===== src/rtl/pc_pkg.sv =====
// pc_pkg: shared next-PC select encoding and default widths for the fetch-stage PC unit
package pc_pkg;
  localparam int ADDR_W_DEF = 10;
  localparam int RESET_ADDR_DEF = 0;
  localparam int RAS_DEPTH_DEF = 4;
  typedef enum logic [2:0] {SEL_SEQ, SEL_BRANCH, SEL_JUMP, SEL_CALL, SEL_RET, SEL_HOLD} pc_sel_e;
endpackage


===== src/rtl/pc_unit_if.sv =====
// pc_unit_if: control flags in, PC and return-stack status out
interface pc_unit_if #(parameter int ADDR_W = pc_pkg::ADDR_W_DEF);
  logic stall, jump_flag, branch_flag, call_flag, ret_flag;
  logic [ADDR_W-1:0] jump_addr, branch_offset, PC_reg;
  logic ras_empty, ras_full, ras_err;
  modport master (
    output stall, jump_flag, branch_flag, call_flag, ret_flag, jump_addr, branch_offset,
    input PC_reg, ras_empty, ras_full, ras_err
  );
  modport slave (
    input stall, jump_flag, branch_flag, call_flag, ret_flag, jump_addr, branch_offset,
    output PC_reg, ras_empty, ras_full, ras_err
  );
endinterface


===== src/rtl/ras_stack.sv =====
// ras_stack: circular return-address LIFO that overwrites its oldest entry when pushed full
module ras_stack #(
  parameter int W = 10,
  parameter int DEPTH = 4
) (
  input  logic         clk,
  input  logic         rst_n,
  input  logic         push,
  input  logic         pop,
  input  logic [W-1:0] push_data,
  output logic [W-1:0] top,
  output logic         empty,
  output logic         full,
  output logic         err
);
  localparam int PW = $clog2(DEPTH);
  localparam int CW = PW + 1;
  logic [W-1:0] mem [DEPTH];
  logic [PW-1:0] ptr;
  logic [CW-1:0] cnt;
  // ptr is the next free slot; when full it also indexes the oldest entry
  assign top = mem[ptr - PW'(1)];
  assign empty = cnt == '0;
  assign full = cnt == CW'(DEPTH);
  always_ff @(posedge clk) begin
    if (!rst_n) begin
      ptr <= '0;
      cnt <= '0;
      err <= 1'b0;
    end else if (pop) begin
      if (empty) err <= 1'b1;
      else begin
        ptr <= ptr - PW'(1);
        cnt <= cnt - CW'(1);
      end
    end else if (push) begin
      ptr <= ptr + PW'(1);
      cnt <= full ? cnt : cnt + CW'(1);
      err <= err | full;
    end
  end
  always_ff @(posedge clk)
    if (push && !pop) mem[ptr] <= push_data;
endmodule


===== src/rtl/pc_unit.sv =====
// pc_unit: program counter with stall, jump, relative branch and call/return via a return stack
module pc_unit
  import pc_pkg::*;
#(
  parameter int ADDR_W = ADDR_W_DEF,
  parameter int RESET_ADDR = RESET_ADDR_DEF,
  parameter int RAS_DEPTH = RAS_DEPTH_DEF
) (
  input logic clk,
  input logic rst_n,
  pc_unit_if.slave bus
);
  pc_sel_e sel;
  logic [ADDR_W-1:0] pc, pc_inc, pc_next, ras_top;
  assign pc_inc = pc + ADDR_W'(1);
  always_comb begin
    sel = bus.stall ? SEL_HOLD : bus.ret_flag ? SEL_RET : bus.call_flag ? SEL_CALL :
          bus.jump_flag ? SEL_JUMP : bus.branch_flag ? SEL_BRANCH : SEL_SEQ;
    // a return with nothing stacked falls through to the next sequential address
    pc_next = sel == SEL_HOLD ? pc :
              sel == SEL_RET ? (bus.ras_empty ? pc_inc : ras_top) :
              (sel == SEL_CALL || sel == SEL_JUMP) ? bus.jump_addr :
              sel == SEL_BRANCH ? pc + bus.branch_offset : pc_inc;
  end
  always_ff @(posedge clk)
    pc <= !rst_n ? ADDR_W'(RESET_ADDR) : pc_next;
  assign bus.PC_reg = pc;
  ras_stack #(.W(ADDR_W), .DEPTH(RAS_DEPTH)) u_ras (
    .clk(clk),
    .rst_n(rst_n),
    .push(sel == SEL_CALL),
    .pop(sel == SEL_RET),
    .push_data(pc_inc),
    .top(ras_top),
    .empty(bus.ras_empty),
    .full(bus.ras_full),
    .err(bus.ras_err)
  );
endmodule


===== src/flat_wrapper.sv =====
// flat-port wrapper written by rule: the top's interface ports become plain ports
module pc_unit_flat import pc_pkg::*;
#(
  parameter int ADDR_W = ADDR_W_DEF,
  parameter int RESET_ADDR = RESET_ADDR_DEF,
  parameter int RAS_DEPTH = RAS_DEPTH_DEF
)
  (clk, rst_n, bus_stall, bus_jump_flag, bus_branch_flag, bus_call_flag, bus_ret_flag, bus_jump_addr, bus_branch_offset, bus_PC_reg, bus_ras_empty, bus_ras_full, bus_ras_err);
  pc_unit_if #(.ADDR_W(ADDR_W)) bus_i ();
  input logic clk;
  input logic rst_n;
  input wire logic [$bits(bus_i.stall)-1:0] bus_stall;
  input wire logic [$bits(bus_i.jump_flag)-1:0] bus_jump_flag;
  input wire logic [$bits(bus_i.branch_flag)-1:0] bus_branch_flag;
  input wire logic [$bits(bus_i.call_flag)-1:0] bus_call_flag;
  input wire logic [$bits(bus_i.ret_flag)-1:0] bus_ret_flag;
  input wire logic [$bits(bus_i.jump_addr)-1:0] bus_jump_addr;
  input wire logic [$bits(bus_i.branch_offset)-1:0] bus_branch_offset;
  output wire logic [$bits(bus_i.PC_reg)-1:0] bus_PC_reg;
  output wire logic [$bits(bus_i.ras_empty)-1:0] bus_ras_empty;
  output wire logic [$bits(bus_i.ras_full)-1:0] bus_ras_full;
  output wire logic [$bits(bus_i.ras_err)-1:0] bus_ras_err;
  assign bus_i.stall = bus_stall;
  assign bus_i.jump_flag = bus_jump_flag;
  assign bus_i.branch_flag = bus_branch_flag;
  assign bus_i.call_flag = bus_call_flag;
  assign bus_i.ret_flag = bus_ret_flag;
  assign bus_i.jump_addr = bus_jump_addr;
  assign bus_i.branch_offset = bus_branch_offset;
  assign bus_PC_reg = bus_i.PC_reg;
  assign bus_ras_empty = bus_i.ras_empty;
  assign bus_ras_full = bus_i.ras_full;
  assign bus_ras_err = bus_i.ras_err;
  pc_unit #(.ADDR_W(ADDR_W), .RESET_ADDR(RESET_ADDR), .RAS_DEPTH(RAS_DEPTH)) u_core (.clk(clk), .rst_n(rst_n), .bus(bus_i));
endmodule

===== config.mk =====
export PLATFORM = sky130hd
export DESIGN_NAME = pc_unit_flat
export DESIGN_NICKNAME = d
export VERILOG_FILES = /design/src/rtl/pc_pkg.sv /design/src/rtl/pc_unit_if.sv /design/src/rtl/ras_stack.sv /design/src/rtl/pc_unit.sv /design/src/flat_wrapper.sv
export SDC_FILE = /design/constraint.sdc
export NUM_CORES = 1
export LEC_CHECK = 0
export BUFFER_PORTS_ARGS = -buffer_cell sky130_fd_sc_hd__buf_2
export CAP_MARGIN = 20
export CORE_MARGIN = 2
export CORE_UTILIZATION = 40
export CTS_BUF_LIST = sky130_fd_sc_hd__clkbuf_8
export CTS_CLUSTER_DIAMETER = 60
export DETAILED_ROUTE_END_ITERATION = 10
export PLACE_DENSITY = 0.66
export SLEW_MARGIN = 20
export SYNTH_ARGS = -nofsm -noshare
export SYNTH_HDL_FRONTEND = slang
export SYNTH_SLANG_ARGS = --single-unit

===== constraint.sdc =====
create_clock -name clk -period 5.5 [get_ports clk]
set_clock_uncertainty 0.15 [all_clocks]
set_input_delay 1.1 -clock clk [delete_from_list [all_inputs] [get_ports clk]]
set_output_delay 1.1 -clock clk [all_outputs]
set_load 0.1 [all_outputs]

Word-level counts from Yosys, hierarchy flattened
Memories as Yosys holds them, arrays and structs flattened.
Index checks and enable logic that the tools add are counted.
W data, S select, Z words.
{ "word_totals": {"ramBits": 40, "mem_count": 1, "regBits": 16, "inputBits": 27, "output_inout_bits": 13} }
{ "op_classes": {"muxes": 21, "n_bitwise": 1, "n_reduce_logical": 8, "addsub": 6, "eq_ne": 9} }
{ "mem_list": {"columns": ["memory", "words", "word_bits", "read_ports", "rd_ports_with_merged_regs", "wr", "line", "text"], "rows": [
  ["u_core.u_ras.mem", 4, 10, 1, 0, 1, "ras_stack.sv:18", "logic [W-1:0] mem [DEPTH];"]
]} }
{ "op_table": {"columns": ["operator", "n"], "rows": [
  ["$mux W10", 4],
  ["$mux W3", 8],
  ["$add A10 B1 Y10 const B", 1],
  ["$add A10 B10 Y10", 1],
  ["$eq A3 B3 Y1 const B", 3],
  ["$eq A3 B2 Y1 const B", 2],
  ["$mux W1", 6],
  ["$mux W2", 3],
  ["$ne A2 B2 Y1 const B", 2],
  ["$reduce_and A2 Y1", 2],
  ["$add A3 B1 Y3 const B", 1],
  ["$eq A3 B1 Y1 const B", 1],
  ["$logic_not A3 Y1", 1],
  ["$reduce_and A3 Y1", 1],
  ["$sub A3 B1 Y3 const B", 1],
  ["$add A2 B1 Y2 const B", 1],
  ["$ne A2 B1 Y1 const B", 1],
  ["$reduce_bool A2 Y1", 1],
  ["$sub A2 B1 Y2 const B", 1],
  ["$logic_and A1 B1 Y1", 1],
  ["$logic_not A1 Y1", 1],
  ["$logic_or A1 B1 Y1", 1],
  ["$or A1 B1 Y1", 1]
]} }

Longest topological paths before layout
{ "depth": {"ltp_word": 10, "mapped_depth": 9, "depth_no_buf": 8} }

Modules after synthesis
Synthesis repeated with hierarchy kept, for this count alone.
{ "unflattened": {"cells_unflattened": 283, "area_unflattened_um2": 3195.6} }
{ "by_module_without_submodules": {"columns": ["module", "seq_area_each_um2", "instances", "area_per_inst_um2", "cells_each"], "rows": [
  ["ras_stack", 1321.3, 1, 1868.0, 106],
  ["pc_unit", 200.2, 1, 1327.5, 177]
]} }

Worst setup path after synthesis
Ideal clock, no wire load.
{ "synth_timing": {"path_kind": "register to output", "startpoint": "register u_core.u_ras.cnt[0]", "endpoint": "output port bus_ras_full", "path_buffers": 0, "path_stages_with_launch": 2, "path_slack_ps": 1659, "t_arrival_ps": 2591, "path_cell_list": "dfxtp_1 > nor3b_1"} }
{ "synth_via": {"elab_chain_cells": 1} }
{ "synth_lines": {"columns": ["item", "line", "text"], "rows": [
  ["start: declaration", "ras_stack.sv:20", "logic [CW-1:0] cnt;"],
  ["start signal: assignment", "ras_stack.sv:34", "cnt <= cnt - CW'(1);"],
  ["start signal: assignment", "ras_stack.sv:38", "cnt <= full ? cnt : cnt + CW'(1);"],
  ["$eq A3 B3 Y1", "ras_stack.sv:24", "assign full = cnt == CW'(DEPTH);"],
  ["end: declaration", "flat_wrapper.sv:21", "output wire logic [$bits(bus_i.ras_full)-1:0] bus_ras_full;"]
]} }
No other way between the ends.

Worst setup path in the final report
{ "layout_timing": {"startpoint": "register u_core.u_ras.cnt[0]", "endpoint": "output port bus_ras_empty"} }
{ "layout_via": {"elab_chain_cells": 1} }
{ "layout_lines": {"columns": ["item", "line", "text"], "rows": [
  ["$logic_not A3 Y1", "ras_stack.sv:23", "assign empty = cnt == '0;"],
  ["end: declaration", "flat_wrapper.sv:20", "output wire logic [$bits(bus_i.ras_empty)-1:0] bus_ras_empty;"]
]} }
No other way between the ends.

==> impl_metrics.json <==
{
  "syn_to_final_growth_pct": 11.2,
  "ys_warn_count": 0,
  "synthFlopType": "edfxtp_1",
  "layout_commonest_cell": "edfxtp_1",
  "grt_pass1_vias": 2216,
  "cts_tree": "yes",
  "hp-class": "flip-flop to flip-flop",
  "die_w_microns": 92.9,
  "clock-sinks": 56,
  "wl_microns": 6990,
  "cp-endpoint": "bus_ras_empty",
  "finalCritPeriodShare": 0.615,
  "io_buffer_count": 39,
  "cts_resized": 0,
  "slew_headroom": 0.437,
  "cts_max_path_buffers": 2,
  "ioPinCount": 40,
  "post-place-ws_ns": 2.26,
  "dr.pass1.iters": 4,
  "ys_ff_latch": 56,
  "htreeDepth": 2,
  "antenna_found_initial": 0,
  "power.leakage_nw": 1.32,
  "die-area_sq_mm": 0.00863,
  "layout-drive-gt1-share": 0.189,
  "arrival_ns": 2.13,
  "timing.setup.tns_ns": 0,
  "antenna_cells": 0,
  "final.min_clock_period_ns": 3.38,
  "worst_r2r_endpoint": "u_core.bus.PC_reg[9]",
  "start_kind": "flip-flop",
  "crit-reg2reg-launch": "u_core.u_ras.ptr[0]",
  "largest_register_ffs": 40,
  "drt-initial-drc-count": 176,
  "final_cell_mix": "edfxtp_1 (40), buf_2 (39), nand2_1 (33), nor2_1 (21)",
  "route.detailed.drc": 0,
  "dr_wl_met3_microns": 434,
  "ys_async_sr_fraction": 0,
  "wire_per_inst_microns": 16.5,
  "avgSynthCellArea_sq_um": 11.0,
  "wl_met1_microns": 3290,
  "rsz0062_at_grt": "no",
  "grt_max_degree": 22,
  "holdBufCountCts": 0,
  "start_util": 0.411,
  "hold_viol": 0,
  "clock_latency_ns": 0.31,
  "dr_total_vias": 2338,
  "syn_inst": 288,
  "die_h_microns": 92.9,
  "place.detailed.hpwl_microns": 5230,
  "gp_congestion": 0.850,
  "synth_edf_count": 40,
  "setup_viol": 0,
  "synth_fp_nets": 331,
  "r2r_cells": 8,
  "vias_per_cell": 5.50,
  "dpl_cell_area_sq_mm": 0.00342,
  "crit_start": "u_core.u_ras.cnt[0]",
  "critical_path_required_ns": 4.25,
  "worstSetupPathType": "flip-flop to primary output",
  "cts_made_buffers": 5,
  "clkTransAtPathRegs_ns": 0.10,
  "yosysSeqAreaShare": 0.481,
  "drv_cap": 0,
  "yosysUniqueCellTypes": 51,
  "rows": 32,
  "top_layer": "met4",
  "critPathMaxFanout": 18,
  "critPathCaptureType": "primary output",
  "overflow": 0,
  "core_sq_mm": 0.00769,
  "fin_util": 0.457,
  "nets": 365,
  "clock.fmax_mhz": 296,
  "fin_ws_ns": 2.12,
  "power_density_mw_per_mm2": 277,
  "final_max_slew_viol_count": 0,
  "ir_drop_uv": 114,
  "dr_wl_met2_microns": 3220,
  "tightestPinTransition_ns": 0.839,
  "r2r_slack_ns": 2.57,
  "clk_root_buffer_cell": "clkbuf_8",
  "grt_pass1_wl_microns": 11200,
  "cts_setup_buffers": 0,
  "ant_nets": 0,
  "synthesis.area_sq_mm": 0.00316,
  "grt.total_usage": 0.168,
  "status": "completed",
  "design_area_sq_mm": 0.00351
}
## routing by layer
| layer | vias up | track usage |
|---|---|---|
| met1 | 1114 | 0.232 |
| met2 | 69 | 0.282 |
| met4 | 0 | 0.0331 |
| li1 | 1149 | - |
| met5 | - | 0 |
| met3 | 6 | 0.0260 |
## area by class of cell
class,instances,area (sq um)
multi-input cells,209,1540
well taps,102,128
repair buffers,39,195
clock buffers,5,68.8
fillers,743,4170
flip-flops and latches,56,1520
inverters,11,41.3
clock inverters,3,20.0
## how the worst min path moves through the flow
stage / startpoint / end / slack [ns] / depth (start not counted)
after floorplan: u_core.u_ras.cnt[2] / u_core.u_ras.cnt[2] / 0.32 / 2
after global placement: u_core.u_ras.err / u_core.u_ras.err / 0.29 / 1
after detailed placement: u_core.u_ras.err / u_core.u_ras.err / 0.30 / 1
after CTS: u_core.u_ras.err / u_core.u_ras.err / 0.32 / 1
after global routing: u_core.u_ras.err / u_core.u_ras.err / 0.35 / 1
final: u_core.u_ras.err / u_core.u_ras.err / 0.32 / 1
## power breakdown
group / leakage, nW / switching, mW / internal (mW)
clock: 0.0455 / 0.133 / 0.0891
sequential: 0.499 / 0.0245 / 0.471
combinational: 0.777 / 0.171 / 0.0831
total: 1.32 / 0.328 / 0.644
## stage by stage
step / hold slack [ns] / total power, mW / cells
finish: 0.320 / 0.972 / 425
global route: 0.349 / 1.02 / 425
CTS: 0.323 / 0.977 / 425
detailed placement: 0.298 / 0.758 / 417
global placement: 0.294 / 0.757 / 417
floorplan: 0.318 / 0.700 / 288
## kinds of logic after synthesis
family,count (synthesis),synth area share
buf+inv,23,0.0317
simple gates,93,0.141
fa+ha+maj,16,0.0681
flops,56,0.481
compound gates,70,0.147
mux,14,0.0839
xor+xnor,16,0.0467
## critical path, stage by stage, from the launching register on
cell	delay (ns)
dfxtp_1	0.40
or3_1	0.55
clkinv_1	0.45
buf_2	0.41
## synth_stat cells (3+ instances only)
cell | n | share of area
o21ai_0 | 16 | 0.025
mux4_2 | 10 | 0.071
a31oi_1 | 7 | 0.014
and3_1 | 7 | 0.014
and2_1 | 3 | 0.0059
or3_1 | 3 | 0.0059
xor2_1 | 6 | 0.017
xnor2_1 | 9 | 0.025
nand3_1 | 8 | 0.013
nand2b_1 | 3 | 0.0059
a32oi_1 | 3 | 0.0083
a21oi_1 | 12 | 0.019
ha_1 | 14 | 0.055
nor2b_1 | 3 | 0.0059
nand2_1 | 33 | 0.039
a21o_1 | 4 | 0.0095
clkbuf_1 | 3 | 0.0036
mux2i_1 | 4 | 0.013
inv_1 | 10 | 0.012
buf_2 | 8 | 0.013
edfxtp_1 | 40 | 0.38
o21ai_1 | 3 | 0.0047
o2111ai_1 | 3 | 0.0083
nor2_1 | 21 | 0.025
nor3_1 | 6 | 0.0095
o21a_1 | 4 | 0.0095
dfxtp_1 | 16 | 0.10
No activity file was read; power rests on OpenSTA's default activity.
